File: src/rtl/lilme_job_arbiter.sv
// Round-robin owner of a single LilME engine: picks one requester, issues its opcode
// for one cycle, holds the grant while the engine is busy (or until the watchdog fires).
module lilme_job_arbiter #(
  parameter int NREQ    = 2,
  parameter int OPW     = 3,
  parameter int TIMEOUT = 255
) (
  input  logic                 clk,
  input  logic                 reset,
  input  logic [NREQ-1:0]      req,
  input  logic [NREQ*OPW-1:0]  req_op,
  output logic [NREQ-1:0]      grant,
  output logic [NREQ-1:0]      done,
  output logic                 done_err,
  output logic [OPW-1:0]       ME_opcode,
  input  logic                 me_busy,
  output logic                 arb_busy,
  output logic                 timeout_err
);

  localparam int IW = (NREQ > 1) ? $clog2(NREQ) : 1;

  typedef enum logic [1:0] {S_IDLE, S_ISSUE, S_RUN, S_DONE} state_t;

  state_t          state_q, state_d;
  logic [IW-1:0]   ptr_q, ptr_d;
  logic [IW-1:0]   gidx_q, gidx_d;
  logic [OPW-1:0]  op_q, op_d;
  logic [7:0]      run_cnt_q, run_cnt_d;
  logic [NREQ-1:0] grant_q, grant_d;
  logic [NREQ-1:0] done_q, done_d;
  logic            done_err_q, done_err_d;
  logic [OPW-1:0]  opcode_q, opcode_d;
  logic            timeout_err_q, timeout_err_d;

  logic            win_found;
  logic [IW-1:0]   win_idx;
  logic [IW-1:0]   cand;
  logic [OPW-1:0]  win_op;
  logic            timeout_hit;

  function automatic logic [NREQ-1:0] onehot(input logic [IW-1:0] idx);
    onehot = '0;
    onehot[idx] = 1'b1;
  endfunction

  // Scan from the requester after the last owner, wrapping, so the last owner goes last.
  always_comb begin
    win_found = 1'b0;
    win_idx   = '0;
    cand      = '0;
    for (int k = 1; k <= NREQ; k++) begin
      cand = IW'((int'(ptr_q) + k) % NREQ);
      if (!win_found && req[cand]) begin
        win_found = 1'b1;
        win_idx   = cand;
      end
    end
    win_op = req_op[win_idx*OPW +: OPW];
  end

  // run_cnt holds completed RUN cycles; the watchdog fires when this cycle would reach TIMEOUT.
  assign timeout_hit = ({1'b0, run_cnt_q} + 9'd1) >= 9'(TIMEOUT);

  always_comb begin
    state_d       = state_q;
    ptr_d         = ptr_q;
    gidx_d        = gidx_q;
    op_d          = op_q;
    run_cnt_d     = run_cnt_q;
    grant_d       = grant_q;
    done_d        = '0;
    done_err_d    = 1'b0;
    opcode_d      = '0;
    timeout_err_d = timeout_err_q;
    case (state_q)
      S_IDLE: begin
        grant_d = '0;
        if (win_found) begin
          gidx_d  = win_idx;
          op_d    = win_op;
          grant_d = onehot(win_idx);
          if (win_op != '0) begin
            opcode_d = win_op;
            state_d  = S_ISSUE;
          end else begin
            done_d  = onehot(win_idx);
            state_d = S_DONE;
          end
        end
      end
      S_ISSUE: begin
        run_cnt_d = '0;
        state_d   = S_RUN;
      end
      S_RUN: begin
        run_cnt_d = (run_cnt_q == 8'(TIMEOUT)) ? run_cnt_q : run_cnt_q + 8'd1;
        if (!me_busy && run_cnt_q != '0) begin
          done_d  = grant_q;
          state_d = S_DONE;
        end else if (me_busy && timeout_hit) begin
          done_d        = grant_q;
          done_err_d    = 1'b1;
          timeout_err_d = 1'b1;
          state_d       = S_DONE;
        end
      end
      default: begin
        grant_d = '0;
        ptr_d   = gidx_q;
        state_d = S_IDLE;
      end
    endcase
  end

  always_ff @(posedge clk or posedge reset) begin
    if (reset) begin
      state_q       <= S_IDLE;
      ptr_q         <= IW'(NREQ - 1);
      grant_q       <= '0;
      done_q        <= '0;
      done_err_q    <= 1'b0;
      opcode_q      <= '0;
      timeout_err_q <= 1'b0;
    end else begin
      state_q       <= state_d;
      ptr_q         <= ptr_d;
      grant_q       <= grant_d;
      done_q        <= done_d;
      done_err_q    <= done_err_d;
      opcode_q      <= opcode_d;
      timeout_err_q <= timeout_err_d;
    end
  end

  // Job context is always rewritten before it is consumed, so it carries no reset.
  always_ff @(posedge clk) begin
    gidx_q    <= gidx_d;
    op_q      <= op_d;
    run_cnt_q <= run_cnt_d;
  end

  assign grant       = grant_q;
  assign done        = done_q;
  assign done_err    = done_err_q;
  assign ME_opcode   = opcode_q;
  assign arb_busy    = (state_q != S_IDLE);
  assign timeout_err = timeout_err_q;

endmodule

File: config.mk
export PLATFORM = sky130hd
export DESIGN_NAME = lilme_job_arbiter
export DESIGN_NICKNAME = d
export VERILOG_FILES = /design/src/rtl/lilme_job_arbiter.sv
export SDC_FILE = /design/constraint.sdc
export NUM_CORES = 1
export LEC_CHECK = 0
export CAP_MARGIN = 20
export CORE_MARGIN = 10
export CORE_UTILIZATION = 50
export DETAILED_ROUTE_END_ITERATION = 10
export HOLD_SLACK_MARGIN = 0.06
export PLACE_DENSITY = 0.81
export SLEW_MARGIN = 20
export SYNTH_ARGS = -nofsm -noshare
export SYNTH_HDL_FRONTEND = slang
export SYNTH_SLANG_ARGS = --single-unit
File: constraint.sdc
create_clock -name clk -period 2.37 [get_ports clk]
set_input_delay 0.474 -clock clk [delete_from_list [all_inputs] [get_ports clk]]
set_output_delay 0.474 -clock clk [all_outputs]
set_load 0.02 [all_outputs]
==> impl_results.html, run 1 <==
<table>
<tr><th>Metric</th><th>Value</th></tr>
<tr><th colspan="2">Global routing</th></tr>
<tr><td>Global-route wire length before repair</td><td>between 4 and 5 mm</td></tr>
<tr><td>Number of antenna violations at the first check in global routing</td><td>0</td></tr>
<tr><td>Global-route congestion overflow total</td><td>0</td></tr>
<tr><td>Aggregate global-route resource usage</td><td>10.5%</td></tr>
<tr><td>Pin count of the biggest net entering global routing</td><td>13</td></tr>
<tr><td>Via count of the first global-routing pass</td><td>891</td></tr>
<tr><th colspan="2">Layout</th></tr>
<tr><td>Inserted Diodes</td><td>0</td></tr>
<tr><td>Share of cells above drive strength 1</td><td>11.8%</td></tr>
<tr><td>Multi-input logic area</td><td>between 500 and 600 um^2</td></tr>
<tr><td>Area taken by flip-flops and latches</td><td>between 500 and 600 um^2</td></tr>
<tr><td>Total Nets Final</td><td>156</td></tr>
<tr><td>Syn-to-layout area delta</td><td>20.8%</td></tr>
<tr><td>Highest-count cells in the layout ignoring fill and taps</td><td>19 x sky130_fd_sc_hd__clkdlybuf4s50_1, 14 x sky130_fd_sc_hd__nor2_1, 10 x sky130_fd_sc_hd__dfrtp_1</td></tr>
<tr><td># fillers</td><td>201</td></tr>
<tr><td>Most common cell after layout, fill and taps aside</td><td>sky130_fd_sc_hd__clkdlybuf4s50_1</td></tr>
<tr><td>Finished Layout Cells</td><td>164</td></tr>
<tr><th colspan="2">Logic synthesis</th></tr>
<tr><td>Post-Syn Area</td><td>0.00120 mm^2</td></tr>
<tr><td>Syn_area_per_cell</td><td>approximately 11 um^2</td></tr>
<tr><td>Number of warnings reported in the yosys synthesis log</td><td>0</td></tr>
<tr><td>Dominant register cell in the synthesized netlist</td><td>sky130_fd_sc_hd__dfrtp_1</td></tr>
<tr><td>Post-synthesis sequential element count</td><td>21</td></tr>
<tr><td>Share of flip-flops with an asynchronous set or reset</td><td>57.1%</td></tr>
<tr><td>Number of enable-type register cells in the synthesized netlist</td><td>9</td></tr>
<tr><td>Share of the yosys chip area belonging to registers</td><td>47.5%</td></tr>
<tr><td>Cell count after synthesis</td><td>114</td></tr>
<tr><td>Unique cell type count in the Yosys netlist</td><td>37</td></tr>
<tr><td>Mapped Nets</td><td>133</td></tr>
<tr><th colspan="2">Pwr</th></tr>
<tr><td>Static leakage</td><td>0.625 nW</td></tr>
<tr><td>Worst supply voltage drop on vdd</td><td>approximately 0.00075 V</td></tr>
<tr><td>Ratio of total power to cell area</td><td>1140 mW/mm^2</td></tr>
<tr><th colspan="2">Timing</th></tr>
<tr><td>Max Transition Viols Final</td><td>0</td></tr>
<tr><td>Worst slew pin tran</td><td>0.448 ns</td></tr>
<tr><td>Setup Total Neg Slack</td><td>0 ns</td></tr>
<tr><td>Max Fclk</td><td>497 MHz</td></tr>
<tr><td>Period Utilization, post-route</td><td>approximately 85%</td></tr>
<tr><td>Final setup viols</td><td>0</td></tr>
<tr><td>Slew margin rel.</td><td>~70%</td></tr>
<tr><td>Count of final hold-check violations</td><td>0</td></tr>
<tr><td>Setup repair after global routing missed its margin</td><td>false</td></tr>
<tr><td>Clk_skew</td><td>0.00584 ns</td></tr>
<tr><td>Final worst path period need</td><td>2.01 ns</td></tr>
<tr><th colspan="2">Clock network</th></tr>
<tr><td>Setup repair bufs after CTS</td><td>0</td></tr>
<tr><td>Root buffer cell</td><td>sky130_fd_sc_hd__clkbuf_4</td></tr>
<tr><td>Worst-case clock buffer depth</td><td>2</td></tr>
<tr><td>Number of levels in the clock H-tree</td><td>1</td></tr>
<tr><td>Total clock sinks</td><td>21</td></tr>
<tr><td>CTS tree</td><td>built</td></tr>
<tr><td>Clock edge transition at the registers on the reported setup and hold paths</td><td>around 0.13 ns</td></tr>
<tr><td>Total CTS buffers</td><td>3</td></tr>
<tr><td>Clock insertion delay at the later pin of the skew report</td><td>0.31 ns</td></tr>
<tr><th colspan="2">Placed design</th></tr>
<tr><td>IO buf count</td><td>20</td></tr>
<tr><td>Detailed Place HPWL</td><td>between 2 and 2.5 mm</td></tr>
<tr><td>Placed Instances</td><td>160</td></tr>
<tr><td>GP Congestion</td><td>around 0.85</td></tr>
<tr><th colspan="2">Worst setup path</th></tr>
<tr><td>Critical Path AT</td><td>between 2 and 2.5 ns</td></tr>
<tr><td>Endpoint class of the critical path</td><td>register</td></tr>
<tr><td>Worst Setup Path Type</td><td>register to register</td></tr>
<tr><td>Maximum fanout count along the critical path</td><td>6</td></tr>
<tr><td>Endpoint required time on the critical path</td><td>2.57 ns</td></tr>
<tr><td>Sort of element at the start of the critical path</td><td>register</td></tr>
<tr><th colspan="2">Route</th></tr>
<tr><td>Wire length reported by the detailed router</td><td>around 2.7 mm</td></tr>
<tr><td>Total iterations of the first detailed-routing run</td><td>7</td></tr>
<tr><td>Vias</td><td>916</td></tr>
<tr><td>Initial DRC Count</td><td>39</td></tr>
<tr><td>Via/cell ratio</td><td>5.59</td></tr>
<tr><td>Antenna Violating Nets Remaining</td><td>0</td></tr>
<tr><td>Wire length per cell after detailed routing</td><td>16.6 um</td></tr>
<tr><td>DRC Markers</td><td>2</td></tr>
<tr><th colspan="2">Min path</th></tr>
<tr><td>Path class of the lowest-slack min-delay path</td><td>primary input to asynchronous set/reset pin</td></tr>
<tr><th colspan="2">Floorplanning</th></tr>
<tr><td>Chip height</td><td>69.1 um</td></tr>
<tr><td>Die width</td><td>69.1 um</td></tr>
<tr><td>Area of the die</td><td>0.00477 mm^2</td></tr>
<tr><td>Total core area</td><td>0.00225 mm^2</td></tr>
<tr><td>Top-level port count</td><td>21</td></tr>
<tr><td>Floorplan row count</td><td>17</td></tr>
<tr><td>Starting density of the core</td><td>53.4%</td></tr>
<tr><th colspan="2">Status</th></tr>
<tr><td>Violations in the final reports</td><td>design-rule violations</td></tr>
<tr><td>Run status</td><td>complete, but fails checks</td></tr>
<tr><th colspan="2">Flow run</th></tr>
<tr><td>Max-cap viol count</td><td>0</td></tr>
</table>
## final timing paths
check                           cells after the start           end    startpoint  slack, ns
worst max-delay path                                6    state_q[1]  run_cnt_q[1]       0.36
worst min-delay path                                2  ME_opcode[2]         reset       0.47
worst max register to register                      6    state_q[1]  run_cnt_q[1]       0.36
worst min register to register                      1         ptr_q        gidx_q       0.50
max in group asynchronous                           2         ptr_q         reset       1.56
min in group clk                                    1         ptr_q        gidx_q       0.50
## worst max-delay path: stages (launching register included)
cell and delay, ns:
sky130_fd_sc_hd__edfxtp_1 0.49, sky130_fd_sc_hd__ha_1 0.27, sky130_fd_sc_hd__xor2_1 0.16, sky130_fd_sc_hd__and4_1 0.24
sky130_fd_sc_hd__o31ai_1 0.09, sky130_fd_sc_hd__a211oi_2 0.32, sky130_fd_sc_hd__mux2_4 0.33
## power by group
group / switching [mW] / total (mW) / leakage, nW / internal [mW]
Clock: 0.116 / 0.179 / 0.0177 / 0.0630
Sequential: 0.164 / 0.731 / 0.247 / 0.566
Combinational: 0.409 / 0.748 / 0.361 / 0.339
Total: 0.690 / 1.66 / 0.625 / 0.968
## cells by family after synthesis
kind of cell,after synthesis,share of synthesized area [%]
simple gates,44,18.8
flops,21,47.5
compound gates,16,9.66
buf+inv,12,5.09
fa+ha+maj,8,8.31
xor+xnor,7,5.09
mux,6,5.61
## layout make-up
type                    instances  share of cell area, %
flip-flops and latches         21                   39.4
multi-input cells              81                   39.3
repair buffers                 22                   15.0
well taps                      28                   2.41
inverters                       8                   2.06
clock buffers                   3                   1.55
clock inverters                 1                  0.344
## metal layers
metal | vias to the layer above | global-route usage [%] | part of all wire (%)
met1 | 447 | 11.7 | 42
met2 | 22 | 18.0 | 52
met5 | - | 0 | 0
met4 | 0 | 4.43 | 1.6
li1 | 441 | - | -
met3 | 6 | 3.14 | 4.2
## what timing repair did
action,in CTS,in global routing
resized for setup,0,2
setup endpoints to repair,0,1
hold buffers,0,0
## synth_stat cells (2+ instances only)
master / instances / area share (%)
sky130_fd_sc_hd__and2_1: 3 / 1.6
sky130_fd_sc_hd__nor2_1: 14 / 4.4
sky130_fd_sc_hd__nor3_1: 3 / 1.2
sky130_fd_sc_hd__dfrtp_1: 11 / 23
sky130_fd_sc_hd__a21oi_1: 3 / 1.2
sky130_fd_sc_hd__mux2i_1: 3 / 2.5
sky130_fd_sc_hd__nand3_1: 6 / 2.5
sky130_fd_sc_hd__and4_1: 2 / 1.5
sky130_fd_sc_hd__inv_1: 8 / 2.5
sky130_fd_sc_hd__o31ai_1: 2 / 1.2
sky130_fd_sc_hd__xnor2_1: 3 / 2.2
sky130_fd_sc_hd__buf_6: 2 / 1.9
sky130_fd_sc_hd__nand2_1: 9 / 2.8
sky130_fd_sc_hd__o21ai_0: 3 / 1.2
sky130_fd_sc_hd__mux2_2: 2 / 1.9
sky130_fd_sc_hd__edfxtp_1: 9 / 22
sky130_fd_sc_hd__ha_1: 8 / 8.3
sky130_fd_sc_hd__xor2_1: 4 / 2.9
## registers in the layout, indices dropped and copies added (netlist names)
name and cells:
run_cnt_q 8, grant 2, ME_opcode 3, ptr_q 1, done_err 1, gidx_q 1
state_q 2, timeout_err 1, done 2
## stage by stage
step | power (mW) | area, um^2 | worst slack [ns] | util [%] | hold slack (ns)
after floorplan | 1.24 | 1200 | 0.441 | - | 0.338
final | 1.66 | 1460 | 0.358 | 64.5 | 0.470
after global placement | 1.43 | 1420 | 0.239 | 63.2 | 0.462
after global routing | 1.77 | 1460 | 0.282 | 64.5 | 0.513
after detailed placement | 1.49 | 1420 | 0.189 | 63.2 | 0.481
after CTS | 1.66 | 1450 | 0.0372 | 64.4 | 0.500
No activity file was read; power rests on OpenSTA's default activity.
==> inputs of run 2 (changes only) <==
Settings changed: CORE_UTILIZATION 50 to 46, PLACE_DENSITY 0.81 to 0.79.
Clock period 2.37 ns to 1.7 ns, I/O delays scaled along.
==> impl_results.html, run 2 (synthesized netlist as in run 1, its figures left out) <==
<table>
<tr><th>Metric</th><th>Value</th></tr>
<tr><th colspan="2">Worst setup path</th></tr>
<tr><td>Worst Setup Path Type</td><td>register to register</td></tr>
<tr><td>Max incr delay on CP</td><td>0.44 ns</td></tr>
<tr><td>Critical Path AT</td><td>roughly 2.1 ns</td></tr>
<tr><td>Endpoint class of the critical path</td><td>register</td></tr>
<tr><td>Critical Path Slowest Stage Cell</td><td>sky130_fd_sc_hd__edfxtp_1</td></tr>
<tr><td>Sort of element at the start of the critical path</td><td>register</td></tr>
<tr><td>Endpoint required time on the critical path</td><td>1.91 ns</td></tr>
<tr><td>Maximum fanout count along the critical path</td><td>3</td></tr>
<tr><td>Family with the most delay on the worst path</td><td>flip-flops</td></tr>
<tr><td>Buffering stage count on the worst path with inverters included</td><td>1</td></tr>
<tr><td>Cell Chain, Critical Path</td><td>buf_6, ha_4, xor2_2, and4_4, o31ai_4, a211oi_4, mux2_4</td></tr>
<tr><th colspan="2">Floorplanning</th></tr>
<tr><td>Top-level port count</td><td>21</td></tr>
<tr><td>Chip height</td><td>71.2 um</td></tr>
<tr><td>Floorplan row count</td><td>18</td></tr>
<tr><td>Total core area</td><td>0.00250 mm^2</td></tr>
<tr><td>Die width</td><td>71.2 um</td></tr>
<tr><td>Starting density of the core</td><td>roughly half</td></tr>
<tr><td>Area of the die</td><td>0.00507 mm^2</td></tr>
<tr><th colspan="2">Route</th></tr>
<tr><td>Routed length on met1</td><td>1.23 mm</td></tr>
<tr><td>Wire length per cell after detailed routing</td><td>15.4 um</td></tr>
<tr><td>Via/cell ratio</td><td>5.33</td></tr>
<tr><td>Vias</td><td>1,028</td></tr>
<tr><td>Wire length reported by the detailed router</td><td>slightly below 3 mm</td></tr>
<tr><td>Highest metal used</td><td>met4</td></tr>
<tr><td>Total iterations of the first detailed-routing run</td><td>5</td></tr>
<tr><td>Antenna Violating Nets Remaining</td><td>0</td></tr>
<tr><td>Met2 routed wirelength</td><td>1.56 mm</td></tr>
<tr><td>Wire length on met3</td><td>115 um</td></tr>
<tr><td>Initial DRC Count</td><td>40</td></tr>
<tr><td>DRC Markers</td><td>0</td></tr>
<tr><th colspan="2">Placed design</th></tr>
<tr><td>Pre-CTS setup slack</td><td>-0.333 ns</td></tr>
<tr><td>Placed Instances</td><td>185</td></tr>
<tr><td>Area post-placement</td><td>0.00161 mm^2</td></tr>
<tr><td>IO buf count</td><td>20</td></tr>
<tr><td>GP Congestion</td><td>between 0.8 and 0.9</td></tr>
<tr><td>Detailed Place HPWL</td><td>2.22 mm</td></tr>
<tr><th colspan="2">Global routing</th></tr>
<tr><td>Global-route congestion overflow total</td><td>0</td></tr>
<tr><td>Via count of the first global-routing pass</td><td>1,104</td></tr>
<tr><td>Number of antenna violations at the first check in global routing</td><td>0</td></tr>
<tr><td>Global-route wire length before repair</td><td>5.11 mm</td></tr>
<tr><td>Aggregate global-route resource usage</td><td>12.2%</td></tr>
<tr><td>Pin count of the biggest net entering global routing</td><td>13</td></tr>
<tr><th colspan="2">Timing</th></tr>
<tr><td>Count of final hold-check violations</td><td>0</td></tr>
<tr><td>Slew margin rel.</td><td>68.5%</td></tr>
<tr><td>Period Utilization, post-route</td><td>112%</td></tr>
<tr><td>Clk_skew</td><td>0.00144 ns</td></tr>
<tr><td>Max Transition Viols Final</td><td>0</td></tr>
<tr><td>Worst slew pin tran</td><td>approximately 0.47 ns</td></tr>
<tr><td>Final setup viols</td><td>15</td></tr>
<tr><td>Setup repair after global routing missed its margin</td><td>true</td></tr>
<tr><td>Min setup slack post-route</td><td>-0.207 ns</td></tr>
<tr><td>Max Fclk</td><td>between 500 and 600 MHz</td></tr>
<tr><td>Post-Route Hold Slack</td><td>0.323 ns</td></tr>
<tr><td>Final worst path period need</td><td>1.91 ns</td></tr>
<tr><th colspan="2">Pwr</th></tr>
<tr><td>Worst supply voltage drop on vdd</td><td>roughly 0.0011 V</td></tr>
<tr><td>Static leakage</td><td>0.789 nW</td></tr>
<tr><td>Post-layout total power</td><td>around 2.9 mW</td></tr>
<tr><td>Ratio of total power to cell area</td><td>1610 mW/mm^2</td></tr>
<tr><th colspan="2">Layout</th></tr>
<tr><td>Design Area, Final</td><td>0.00179 mm^2</td></tr>
<tr><td>Share of cells above drive strength 1</td><td>35.6%</td></tr>
<tr><td>Inserted Diodes</td><td>0</td></tr>
<tr><td>Register containing the most flip-flops in the final layout</td><td>run_cnt_q</td></tr>
<tr><td>Syn-to-layout area delta</td><td>48.2%</td></tr>
<tr><td>Most common cell after layout, fill and taps aside</td><td>sky130_fd_sc_hd__buf_4</td></tr>
<tr><td>Total Nets Final</td><td>183</td></tr>
<tr><td>Highest-count cells in the layout ignoring fill and taps</td><td>24 x sky130_fd_sc_hd__buf_4, 17 x sky130_fd_sc_hd__clkdlybuf4s50_1, 13 x sky130_fd_sc_hd__nor2_1</td></tr>
<tr><td>Number of flip-flops in the largest register</td><td>8</td></tr>
<tr><td>Finished Layout Cells</td><td>193</td></tr>
<tr><th colspan="2">Clock network</th></tr>
<tr><td>Total clock sinks</td><td>21</td></tr>
<tr><td>Total CTS buffers</td><td>3</td></tr>
<tr><td>Clock insertion delay at the later pin of the skew report</td><td>0.31 ns</td></tr>
<tr><td>Number of levels in the clock H-tree</td><td>1</td></tr>
<tr><td>Clock edge transition at the registers on the reported setup and hold paths</td><td>0.12 ns</td></tr>
<tr><td>Worst-case clock buffer depth</td><td>2</td></tr>
<tr><td>Root buffer cell</td><td>sky130_fd_sc_hd__clkbuf_4</td></tr>
<tr><td>CTS tree</td><td>built</td></tr>
<tr><th colspan="2">Flow run</th></tr>
<tr><td>Max-cap viol count</td><td>0</td></tr>
<tr><th colspan="2">Min path</th></tr>
<tr><td>Path class of the lowest-slack min-delay path</td><td>primary input to asynchronous set/reset pin</td></tr>
<tr><th colspan="2">Status</th></tr>
<tr><td>Run status</td><td>complete, but fails checks</td></tr>
<tr><td>Violations in the final reports</td><td>negative setup slack</td></tr>
</table>
==> run 2: cell count changes in the layout (fill, tap and decap cells not counted), moves of 2 or more <==
cell and delta:
sky130_fd_sc_hd__buf_6 +5, sky130_fd_sc_hd__inv_1 -2, sky130_fd_sc_hd__ha_1 -2, sky130_fd_sc_hd__and4_1 -2
sky130_fd_sc_hd__ha_4 +2, sky130_fd_sc_hd__buf_4 +22, sky130_fd_sc_hd__and4_4 +2, sky130_fd_sc_hd__a21oi_1 -2
sky130_fd_sc_hd__clkdlybuf4s50_1 -2
==> run 2: timing repair <==
item	4_1_cts	5_1_grt
hold buffers	0	0
resized for setup	10	22
setup endpoints to repair	17	17
cloned	0	0
setup buffers	1	3
pin swaps	4	6
==> run 2: worst register-to-register path, stage by stage (launching register included) <==
cell and delay (ns):
sky130_fd_sc_hd__edfxtp_1 0.44, sky130_fd_sc_hd__buf_6 0.14, sky130_fd_sc_hd__ha_4 0.16, sky130_fd_sc_hd__xor2_2 0.13
sky130_fd_sc_hd__and4_4 0.25, sky130_fd_sc_hd__o31ai_4 0.08, sky130_fd_sc_hd__a211oi_4 0.28, sky130_fd_sc_hd__mux2_4 0.32
==> run 2: worst paths after layout <==
check	start	endpoint	slack (ns)	cells after the start
hold / removal	reset	ME_opcode[0]	0.32	2
min in group clk	timeout_err	timeout_err	0.49	1
max in group asynchronous	reset	ptr_q	1.03	2
setup reg to reg	run_cnt_q[1]	state_q[1]	-0.21	7
hold reg to reg	timeout_err	timeout_err	0.49	1
setup / recovery	run_cnt_q[1]	state_q[1]	-0.21	7
==> run 2: area by class of cell <==
class / count / area [um^2]
inverter: 8 / 32.5
clock inverter: 1 / 5.00
clock buffer: 3 / 22.5
tap: 30 / 37.5
multi-input combinational: 81 / 683
sequential: 21 / 572
timing repair buffer: 49 / 433
fill: 168 / 714
==> run 2: through the flow <==
step           TNS, ns  util, %
2_1_floorplan  -0.0762        -
3_3_place_gp    -0.875     64.2
3_5_place_dp     -1.21     64.2
4_1_cts         -0.785     66.7
5_1_grt          -3.44     71.4
6_report         -2.38     71.4
==> run 2: power breakdown <==
group / leakage [nW] / switching [mW] / total (mW) / internal [mW]
clock: 0.0177 / 0.159 / 0.247 / 0.0881
sequential: 0.248 / 0.195 / 0.983 / 0.788
combinational: 0.524 / 0.787 / 1.64 / 0.851
==> run 2: per-layer routing <==
metal | track usage, % | vias to the layer above
li1 | - | 498
met1 | 13.6 | 498
met2 | 20.6 | 24
met3 | 3.35 | 8
met4 | 6.67 | 0
met5 | 0 | -
